`src/rtl/fetch_pkg.sv`:
```
// Shared definitions for the instruction-fetch stage: widths, PC step, FSM states
// and the buffered {pc, instr} entry layout.
package fetch_pkg;

    localparam int unsigned XLEN            = 32;
    localparam int unsigned FETCH_BUF_DEPTH = 2;
    localparam logic [XLEN-1:0] PC_STEP     = 32'd4;
    localparam logic [XLEN-1:0] NOP_ENC     = 32'h0000_0000;

    typedef enum logic [1:0] {
        S_IDLE = 2'd0,
        S_REQ  = 2'd1,
        S_WAIT = 2'd2
    } fetch_state_t;

    typedef struct packed {
        logic [XLEN-1:0] pc;
        logic [XLEN-1:0] instr;
    } fetch_entry_t;

    function automatic logic [XLEN-1:0] align_pc(input logic [XLEN-1:0] pc);
        return pc & ~32'h0000_0003;
    endfunction

endpackage

```
`src/rtl/fetch_buffer.sv`:
```
// Two-entry {pc, instr} FIFO between the imem response path and the decode
// output register; flush empties it in one cycle.
module fetch_buffer
    import fetch_pkg::*;
(
    input  logic         clock,
    input  logic         reset,
    input  logic         push,
    input  logic         pop,
    input  logic         flush,
    input  fetch_entry_t push_entry,
    output fetch_entry_t head,
    output logic [1:0]   count,
    output logic         full,
    output logic         empty
);

    fetch_entry_t entries [FETCH_BUF_DEPTH];
    logic         wr_ptr;
    logic         rd_ptr;
    logic         do_push;
    logic         do_pop;

    assign full    = (count == 2'(FETCH_BUF_DEPTH));
    assign empty   = (count == '0);
    assign do_push = push && !full && !flush;
    assign do_pop  = pop && !empty && !flush;
    assign head    = entries[rd_ptr];

    always_ff @(posedge clock or posedge reset) begin
        if (reset) begin
            wr_ptr <= 1'b0;
            rd_ptr <= 1'b0;
            count  <= '0;
        end else if (flush) begin
            wr_ptr <= 1'b0;
            rd_ptr <= 1'b0;
            count  <= '0;
        end else begin
            if (do_push) wr_ptr <= ~wr_ptr;
            if (do_pop)  rd_ptr <= ~rd_ptr;
            count <= count + 2'(do_push) - 2'(do_pop);
        end
    end

    // Payload needs no reset: it is only read while count says it is valid.
    always_ff @(posedge clock) begin
        if (do_push) entries[wr_ptr] <= push_entry;
    end

endmodule

```
`src/rtl/fetch.sv`:
```
// Instruction-fetch stage: PC and single-outstanding imem request FSM, two-entry
// response buffer, and the registered {instruction, pc, valid} handed to decode.
module fetch
    import fetch_pkg::*;
#(
    parameter logic [31:0] RESET_PC  = 32'h0000_0000,
    parameter logic [31:0] NOP_INSTR = NOP_ENC,
    parameter int unsigned BUF_DEPTH = FETCH_BUF_DEPTH
) (
    input  logic        clock,
    input  logic        reset,
    output logic        imem_req_valid,
    input  logic        imem_req_ready,
    output logic [31:0] imem_req_addr,
    input  logic        imem_resp_valid,
    input  logic [31:0] imem_resp_data,
    input  logic        stall,
    input  logic        redirect_valid,
    input  logic [31:0] redirect_pc,
    output logic [31:0] instruction,
    output logic [31:0] instr_pc,
    output logic        instr_valid
);

    localparam logic [1:0] DEPTH = 2'(BUF_DEPTH);

    fetch_state_t    state, state_next;
    logic [XLEN-1:0] fetch_pc, fetch_pc_next;
    logic            drop, drop_next;
    logic            space;

    logic            buf_push, buf_pop, buf_flush;
    logic            buf_full, buf_empty;
    logic [1:0]      buf_count;
    fetch_entry_t    buf_in, buf_head;

    fetch_buffer u_buffer (
        .clock      (clock),
        .reset      (reset),
        .push       (buf_push),
        .pop        (buf_pop),
        .flush      (buf_flush),
        .push_entry (buf_in),
        .head       (buf_head),
        .count      (buf_count),
        .full       (buf_full),
        .empty      (buf_empty)
    );

    assign imem_req_addr = fetch_pc;
    assign space         = (buf_count < DEPTH);
    assign buf_in.pc     = fetch_pc - PC_STEP;
    assign buf_in.instr  = imem_resp_data;
    assign buf_flush     = redirect_valid;
    assign buf_pop       = !stall && !buf_empty && !redirect_valid;

    always_ff @(posedge clock or posedge reset) begin
        if (reset) begin
            state    <= S_IDLE;
            fetch_pc <= RESET_PC;
            drop     <= 1'b0;
        end else begin
            state    <= state_next;
            fetch_pc <= fetch_pc_next;
            drop     <= drop_next;
        end
    end

    always_comb begin
        state_next     = state;
        fetch_pc_next  = fetch_pc;
        drop_next      = drop;
        imem_req_valid = 1'b0;
        buf_push       = 1'b0;

        case (state)
            S_IDLE: state_next = S_REQ;
            S_REQ: begin
                imem_req_valid = space && !redirect_valid;
                if (imem_req_valid && imem_req_ready) begin
                    fetch_pc_next = fetch_pc + PC_STEP;
                    state_next    = S_WAIT;
                end
            end
            S_WAIT: begin
                if (imem_resp_valid) begin
                    buf_push   = !drop && !redirect_valid;
                    drop_next  = 1'b0;
                    state_next = S_REQ;
                end
            end
            default: state_next = S_IDLE;
        endcase

        // A redirect while a response is still owed keeps waiting for it, marked stale.
        if (redirect_valid) begin
            fetch_pc_next = align_pc(redirect_pc);
            if (state == S_WAIT && !imem_resp_valid) begin
                drop_next  = 1'b1;
                state_next = S_WAIT;
            end else begin
                drop_next  = 1'b0;
                state_next = S_REQ;
            end
        end
    end

    always_ff @(posedge clock or posedge reset) begin
        if (reset) begin
            instruction <= NOP_INSTR;
            instr_pc    <= '0;
            instr_valid <= 1'b0;
        end else if (redirect_valid) begin
            instruction <= NOP_INSTR;
            instr_valid <= 1'b0;
        end else if (!stall) begin
            if (!buf_empty) begin
                instruction <= buf_head.instr;
                instr_pc    <= buf_head.pc;
                instr_valid <= 1'b1;
            end else begin
                instruction <= NOP_INSTR;
                instr_valid <= 1'b0;
            end
        end
    end

    resp_only_in_wait: assert property (@(posedge clock) disable iff (reset)
        imem_resp_valid |-> state == S_WAIT);

    no_push_when_full: assert property (@(posedge clock) disable iff (reset)
        !(buf_push && buf_full));

endmodule

```
`config.mk`:
```
export PLATFORM = sky130hd
export DESIGN_NAME = fetch
export DESIGN_NICKNAME = d
export VERILOG_FILES = /design/src/rtl/fetch_pkg.sv /design/src/rtl/fetch_buffer.sv /design/src/rtl/fetch.sv
export SDC_FILE = /design/constraint.sdc
export NUM_CORES = 1
export LEC_CHECK = 0
export CAP_MARGIN = 15
export CORE_UTILIZATION = 40
export CTS_BUF_LIST = sky130_fd_sc_hd__clkbuf_16
export CTS_CLUSTER_SIZE = 28
export DETAILED_ROUTE_END_ITERATION = 10
export DONT_BUFFER_PORTS = 1
export PLACE_DENSITY = 0.61
export SYNTH_ARGS = -nofsm -noshare
export SYNTH_HDL_FRONTEND = slang
export SYNTH_SLANG_ARGS = --single-unit
```
`constraint.sdc`:
```
create_clock -name clock -period 5.1 [get_ports clock]
set_input_delay 0.51 -clock clock [delete_from_list [all_inputs] [get_ports clock]]
set_output_delay 0.51 -clock clock [all_outputs]
set_load 0.01 [all_outputs]
```
---- Word-level counts from Yosys, hierarchy flattened ----
Memory sizes are Yosys's and may differ from the RTL's.
Cells that the tools add are included.
word-level totals
  bits in latches ......................... 0
  memories kept ........................... 1
  register bits after elaboration ......... 104
  RAM bits ................................ 128
  ROM bits ................................ 0
memories
  name              depth  width  read ports  clocked after memory_dff  wr ports  line                text
  u_buffer.entries  2      64     1           0                         1         fetch_buffer.sv:18  fetch_entry_t entries [FETCH_BUF_DEPTH];
cells by class
  reductions and logical operators ........ 28
  $lt $le $gt $ge ......................... 1
  add/subtract/negate cells ............... 4
  bitwise logic cells ..................... 5
  mux-type cells .......................... 28
  equality and inequality tests ........... 6
  $mul .................................... 0
  div/mod/pow operators ................... 0
  shift-type cells ........................ 0
operators by type and width
  cell                                                 number
  2-to-1 mux 32 bit                                    6
  adder 32 x 3 -> 32 bit, second input constant        1
  subtractor 32 x 3 -> 32 bit, second input constant   1
  2-to-1 mux 1 bit                                     16
  nonzero test 2 bit                                   6
  logical AND 1 bit                                    10
  2-to-1 mux 2 bit                                     5
  zero test 1 bit                                      6
  != test 3 bit, second input constant                 2
  one-hot mux 2 bit (3 select lines)                   1
  AND reduction 2 bit                                  3
  NOT 1 bit                                            5
  equality test 2 bit, second input constant           2
  zero test 2 bit                                      2
  AND reduction 3 bit                                  1
  adder 2 x 1 -> 2 bit                                 1
  equality test 2 x 1 -> 1 bit, second input constant  1
  less-than comparator 2 bit, second input constant    1
  != test 2 x 1 -> 1 bit, second input constant        1
  subtractor 2 x 1 -> 2 bit                            1

---- Longest topological paths before layout ----
Gate-level depths: netlist of the first run.
  word-level depth ........................ 9
  gate-level depth with buffers ........... 12

---- Modules after synthesis ----
From an unflattened synthesis of the first run, not the netlist that was laid out.
unflattened totals
  cells, all modules ...................... 668
  area total of the unflattened synthesis .. 9845.7 µm²
by module, submodules not included
  module        sequential area each (µm²)  cells an instance  times used  area an instance (µm²)
  fetch_buffer  3943.8                      226                1           5087.4
  fetch         2452.4                      442                1           4758.3

---- Worst setup path after synthesis of the first run ----
Ideal clock, no wire load.
  kind .................................... input-to-reg
  start ................................... input redirect_valid
  end ..................................... memory u_buffer.entries[0][0] in the netlist's numbering, enable pin
  data arrival time ....................... 4.166 ns
  setup slack ............................. 0.443 ns
  stages .................................. 3
  cell sequence ........................... clkbuf_1 > a2111oi_0 > nor2b_1
on the way
  longest elaborated chain between the ends .. 8
ends and longest elaborated chain
  element                                   line                             text
  start: declaration                        fetch.sv:18                      input logic redirect_valid,
  zero test 1 bit *                         fetch_buffer.sv:26, fetch.sv:87
  logical AND 1 bit                         fetch.sv:87                      buf_push = !drop && !redirect_valid;
  2-to-1 mux 1 bit                          fetch.sv:86                      if (imem_resp_valid) begin
  2-to-1 mux 1 bit                          fetch.sv:76                      case (state)
  logical AND 1 bit                         fetch_buffer.sv:26               assign do_push = push && !full && !flush;
  logical AND 1 bit *                       fetch_buffer.sv:26
  2-to-1 mux 1 bit *                        fetch_buffer.sv:48               if (do_push) entries[wr_ptr] <= push_entry;
  2-to-1 mux 1 bit (implied by the code) *  fetch_buffer.sv:48
  end: declaration                          fetch_buffer.sv:18
Mark *: on every way between the ends. The rest lies on a longest branch, timed or not.

---- Worst setup path in the final report of the first run ----
  start ................................... register state[0]
  end ..................................... memory u_buffer.entries[0][36] in the netlist's numbering, enable pin
on the way
  longest elaborated chain between the ends .. 6
ends and longest elaborated chain
  element                                 line                text
  start: declaration                      fetch.sv:27         fetch_state_t state, state_next;
  start signal: assignment                fetch.sv:63         state <= state_next;
  equality test 2 bit                     fetch.sv:76
  2-to-1 mux 1 bit                        fetch.sv:76
  logical AND 1 bit (2 in a row)          fetch_buffer.sv:26
  2-to-1 mux 1 bit                        fetch_buffer.sv:48
  2-to-1 mux 1 bit (implied by the code)  fetch_buffer.sv:48
Every way passes these cells.

==> results of run 1 <==
## cells by family (layout without fill, tap and decap cells)
group / count (synthesis) / after routing / share of synthesized area [%]
flip-flops: 224 / 224 / 66.25
AND/OR/NAND/NOR: 221 / 221 / 12.34
AO/OA/AOI/OAI: 108 / 108 / 6.337
multiplexers: 65 / 65 / 6.963
buffers and inverters: 64 / 62 / 2.969
XOR/XNOR: 49 / 49 / 4.567
adder cells (fa/ha/maj): 4 / 4 / 0.5326
other: 1 / 4 / 0.03990
## cell usage in the layout (no fill, tap or decap), types with 7 or more instances in the layout
cell type	netlist	final
xnor2_1	16	16
inv_1	11	15
nor2_1	19	19
o21ai_0	85	85
nand4_1	14	14
nor3_1	9	9
edfxtp_1	124	124
nor4_1	7	7
mux2i_1	62	62
dfrtp_1	100	99
clkbuf_16	0	26
nand2_1	115	115
xor2_1	33	33
nand3_1	11	11
## stage by stage
stage / worst slack [ns] / cell area [sq um] / utilization (%) / hold slack (ns) / cells
final: 2.049 / 10470 / 45.83 / 0.08056 / 1050
after global routing: 1.793 / 10470 / 45.83 / 0.06714 / 1050
after CTS: 1.645 / 10470 / 45.82 / 0.05835 / 1049
after detailed placement: 1.642 / 9629 / 42.15 / 0.5168 / 1004
after global placement: 1.863 / 9629 / 42.15 / 0.4860 / 1004
after floorplan: 0.4430 / 9409 / - / 0.4693 / 739
## metal layers
layer | vias to the layer above | global-route usage [%]
li1 | 2604 | -
met4 | 0 | 4.575
met3 | 27 | 5.042
met2 | 201 | 25.68
met5 | - | 0
met1 | 2656 | 20.57
## flip-flops by register name, indices dropped and copies added (netlist names)
name and cells:
imem_req_addr 30, instr_valid 1, state 2, instruction 32, u_buffer.rd_ptr 1, u_buffer.entries 124, drop 1, u_buffer.wr_ptr 1
u_buffer.count 2, instr_pc 30
## path summary, 6_finish.rpt
check,startpoint,endpoint,depth (start not counted)
setup / recovery,state[0],u_buffer.entries[0][36],5
hold / removal,reset,instruction[10],1
setup reg to reg,state[0],u_buffer.entries[0][36],5
hold reg to reg,state[0],state[0],1
max in group asynchronous,reset,instr_pc[27],2
min in group clock,imem_resp_data[19],u_buffer.entries[0][19],0
## power breakdown
group	leakage (nW)	switching [mW]	internal [mW]
logic	0.992	0.126	0.0884
clock network	0.434	0.680	1.12
registers	2.42	0.205	2.03
total	3.85	1.01	3.24
## final cells by class
cell class / instances / area share (%)
sequential: 224 / 59.49
multi-input combinational: 451 / 27.95
clock buffer: 26 / 6.213
tap: 313 / 3.740
clock inverter: 19 / 1.792
inverter: 11 / 0.4182
timing repair buffer: 6 / 0.3943
## worst register-to-register path, delay by kind of cell, from the launching register on
family | cells | cell delay, ns
AOI/OAI and AO/OA | 1 | 0.54
DFF | 1 | 0.41
and+or+nand+nor | 2 | 0.91
buffers and inverters | 2 | 0.82
==> run metrics, run 1 <==
Max Freq=327.7 MHz; # DRC=0; root buffer cell=clkbuf_16; setup TNS=0 ns; actual slew at the worst max-slew pin=between 1 and 1.5 ns; # hold bufs at CTS=0; post-layout power=about 4.2 mW; CP bufs+invs=2; CTS tree=done; Routed Antenna Nets=0; max-slew violation count=0; post_cts resized=0; gr usage total=between 10% and 20%; Max-Cap Viols=0; leakage=between 3 and 4 nW; Synth-to-Final Area Change=11.42%; Netlist cell types=56; CP required=roughly 5.2 ns; Primary FF master, synth=edfxtp_1; Setup-failing EPs final=0; core area=approximately 0.023 sq mm; R2R setup slack=2.05 ns; initial antenna violation count=0; FILL cells=approximately 2.1k; drt total wl=18850 um; EDFF count, synth=between 100 and 150; delay of the slowest cell on the worst path=~0.72 ns; Met1 Wirelength=approximately 8000 um; RSZ-0062 raised after global routing=false; die area=0.02411 sq mm; CTS sink count=~220; CTS Buffer Depth=3; Num CTS Buffers=25; WS Path Type=reg -> reg; count leader, synth=edfxtp_1; crit path max fanout=36; WP data arrival=between 3 and 4 ns; Tcrit/Tclk final=approximately three fifths; Initial Util=41.13%; row count=55; uppermost layer routed=met4; met3 WL post-DR=between 1500 and 2000 um; CP max-delay cell=nor2b_4; Seq/Total Area, Yosys=about two thirds; Max transition margin=roughly a quarter; ant diodes=0; GR Overflow Total=0; Synth area leader=edfxtp_1; Worst-path clk slew=~0.06 ns; DR WL met2=between 8000 and 9000 um; Largest delay share family, worst path=simple AND/OR/NAND/NOR gates; via count=roughly 5.5k; Peak supply drop=~0.23 mV; 1st-pass router iterations=7; CP Cell Sequence=nand3b_1 > a2111oi_0 > clkbuf_1 > nor2b_4 > buf_4; async set-or-reset flop fraction in the synthesized netlist=between 40 and 50%; DR WL/cell=17.95 um; global-route wire length before repair=30230 um; worst hold path class=in -> async; vias in the first global route=approximately 5.6k; GPL Wtd Cong=about 0.9; io pins=between 150 and 200; DR iter-0 viols=approximately 300; worst skew pair latency=slightly above 0.5 ns; pin count of the biggest net entering global routing=96; clock skew=0.007105 ns; top cell type's share of synthesized area=39.62%; setup bufs post-CTS=0; Horiz. Die Dim=155.3 um; #FFs+latches synth=between 200 and 250; Startpoint Class=flip-flop; largest cells by area after synthesis=edfxtp_1, dfrtp_1, mux2i_1; I/O Buffers=0; Yosys Warn Count=0; Synth Cell Area=about 0.0094 sq mm; register area=slightly above 0.006 sq mm; Mean Syn Cell Area=about 13 sq um; Final min period=roughly 3.1 ns; multi-input logic area=around 0.0029 sq mm; Pwr Density=405.7 mW/mm^2; CP Capture Type=flip-flop; Post-synth top cells=edfxtp_1, nand2_1, dfrtp_1, o21ai_0, mux2i_1; die height=around 160 um; status=finished, final reports clean; hpwl dp=12560 um; NumNets Final=793; post-synthesis cell count=~740; CTS H-tree lvls=1; Hold Vio Cnt, Final=0; vias per inst=between 5 and 6; layout cells sized above 1=under 10%
Note: power is estimated with default switching activity, not from simulation.
==> run 2: changes to the inputs <==
--- a/config.mk
+++ b/config.mk
@@ -11,7 +11,7 @@
 export CTS_CLUSTER_SIZE = 28
 export DETAILED_ROUTE_END_ITERATION = 10
 export DONT_BUFFER_PORTS = 1
-export PLACE_DENSITY = 0.61
+export PLACE_DENSITY = 0.63
 export SYNTH_ARGS = -nofsm -noshare
 export SYNTH_HDL_FRONTEND = slang
 export SYNTH_SLANG_ARGS = --single-unit
==> constraint.sdc (replaced) <==
create_clock -name clock -period 2.48 [get_ports clock]
set_input_delay 0.248 -clock clock [delete_from_list [all_inputs] [get_ports clock]]
set_output_delay 0.248 -clock clock [all_outputs]
set_load 0.01 [all_outputs]
==> run 2 against run 1 <==
Against the previous run:
- cell count rose by 8.6%
- register-to-register slack got worse by 1.8 ns
- clock power increased by 80%
- worst hold slack worse by 0.045 ns
- via count is 5.6% higher
==> run metrics, run 2 (synthesis results as in run 1) <==
status=finished, final reports clean; Initial Util=between 40% and 50%; drt total wl=between 15000 and 20000 um; CTS H-tree lvls=1; clock power share=a little under two fifths; DR iter-0 viols=~230; setup bufs post-CTS=0; DR WL/cell=approximately 17 um; Num CTS Buffers=24; Sw Pwr=2.064 mW; Hold Vio Cnt, Final=0; setup TNS=0 ns; sequential share of power=about 54%; final hold slack=about 0.035 ns; global-route wire length before repair=31770 um; Largest register FFs=~120; min setup slack post-route=between 0.2 and 0.3 ns; actual slew at the worst max-slew pin=~0.84 ns; Startpoint Class=flip-flop; CP Capture Type=flip-flop; Max-Cap Viols=0; WP data arrival=about 2.4 ns; RSZ-0062 raised after global routing=false; Routed Antenna Nets=0; pin count of the biggest net entering global routing=between 90 and 100; CP bufs+invs=0; I/O Buffers=0; worst skew pair latency=about 0.5 ns; initial antenna violation count=0; CP max-delay cell=dfrtp_1; Synth-to-Final Area Change=20.16%; CP Depth=5; Logic pwr share=between 7 and 8%; Sw Share=between 20% and 30%; WS Path Type=reg -> reg; Pwr Density=747.6 mW/mm^2; worst reg2reg path depth=5; internal power=6.379 mW; Horiz. Die Dim=155.3 um; commonest non-fill, non-tap cell in the layout=edfxtp_1; vias per inst=~5; GR Overflow Total=0; die area=around 0.024 sq mm; Setup-failing EPs final=0; commonest cells after routing, fill and taps aside=edfxtp_1, nand2_1, dfrtp_1, o21ai_0, dlygate4sd3_1; worst hold path class=in -> reg; root buffer cell=clkbuf_16; worst hold path depth=2; core area=between 0.02 and 0.025 sq mm; CP required=around 2.7 ns; gr usage total=between 15 and 20%; via count=~5.8k; NumNets Final=883; CTS sink count=224; Largest delay share family, worst path=simple AND/OR/NAND/NOR gates; DP Worst Slack=0.2731 ns; io pins=between 150 and 200; R2R setup slack=approximately 0.29 ns; row count=between 50 and 60; crit path max fanout=7; Worst-path clk slew=approximately 0.06 ns; leakage=roughly 4.2 nW; Final min period=2.195 ns; CTS Buffer Depth=3; post-layout power=8.442 mW; Max transition margin=43.98%; hpwl dp=roughly 13000 um; post_cts resized=0; # DRC=0; ant diodes=0; layout cells sized above 1=10.40%; GPL Wtd Cong=approximately 0.86; max-slew violation count=0; delay of the slowest cell on the worst path=roughly 0.55 ns; Tcrit/Tclk final=88.50%; largest reg by FF count=u_buffer.entries; Max Freq=455.6 MHz; # hold bufs at CTS=between 60 and 70; die height=about 160 um; CTS tree=done; Peak supply drop=between 0.4 and 0.5 mV; 1st-pass router iterations=4; largest registers=u_buffer.entries: 124 flops, instruction: 32 flops; CP Cell Sequence=nor4_4 > nand4_2 > or3_4 > nor4_2 > xor2_1; clock skew=~0.011 ns; vias in the first global route=around 6.0k
==> run 2: changes by cell type in the layout (fill, tap and decap cells not counted), sizes merged <==
| cell | delta |
|---|---|
| buf | +27 |
| bufinv | -3 |
| clkbuf | -2 |
| clkinv | -3 |
| clkinvlp | +1 |
| dlygate4sd3 | +65 |
| inv | +5 |
==> run 2: worst paths after layout <==
path | end | startpoint
worst max-delay path | u_buffer.entries[0][63] | imem_req_addr[10]
worst min-delay path | imem_req_addr[14] | imem_req_ready
worst max register to register | u_buffer.entries[0][63] | imem_req_addr[10]
worst min register to register | instruction[3] | u_buffer.entries[0][3]
max in group asynchronous | u_buffer.rd_ptr | reset
min in group asynchronous | instruction[9] | reset
==> run 2: final cells by class <==
| cell class | count | area [sq um] |
|---|---|---|
| Multi-Input combinational cell | 451 | 2945 |
| Clock inverter | 19 | 101.3 |
| Inverter | 11 | 45.04 |
| Clock buffer | 25 | 625.6 |
| Fill cell | 2010 | 11550 |
| Timing Repair Buffer | 97 | 953.4 |
| Sequential cell | 224 | 6230 |
| Tap cell | 313 | 391.6 |
==> run 2: power groups by stage <==
stage | clock (mW) | sequential (mW) | combinational [mW]
5_1_grt | 3.50 | 4.57 | 0.765
6_report | 3.24 | 4.53 | 0.668
3_5_place_dp | 0 | 4.61 | 0.568
4_1_cts | 3.34 | 4.54 | 0.677
2_1_floorplan | 0 | 4.47 | 0.473
3_3_place_gp | 0 | 4.60 | 0.551
==> run 2: per-layer routing <==
metal  wire length (um)  track usage (%)
met5                  0                0
met4                313            4.715
met3               1282            4.039
met2               9424            28.12
met1               8881            21.52
==> run 2: worst register-to-register path: cells and delay by family (launching register included) <==
kind,cells,cell delay [ns]
DFF,1,0.55
xor gates and xnor gates,1,0.13
and+or+nand+nor,4,1.25
==> run 2: per-stage QoR <==
stage | utilization, % | instance area [sq um] | cells
5_1_grt | 49.43 | 11290 | 1140
6_report | 49.43 | 11290 | 1140
3_3_place_gp | 43.31 | 9894 | 1030
3_5_place_dp | 43.31 | 9894 | 1030
2_1_floorplan | - | 9440 | 739
4_1_cts | 49.43 | 11290 | 1140
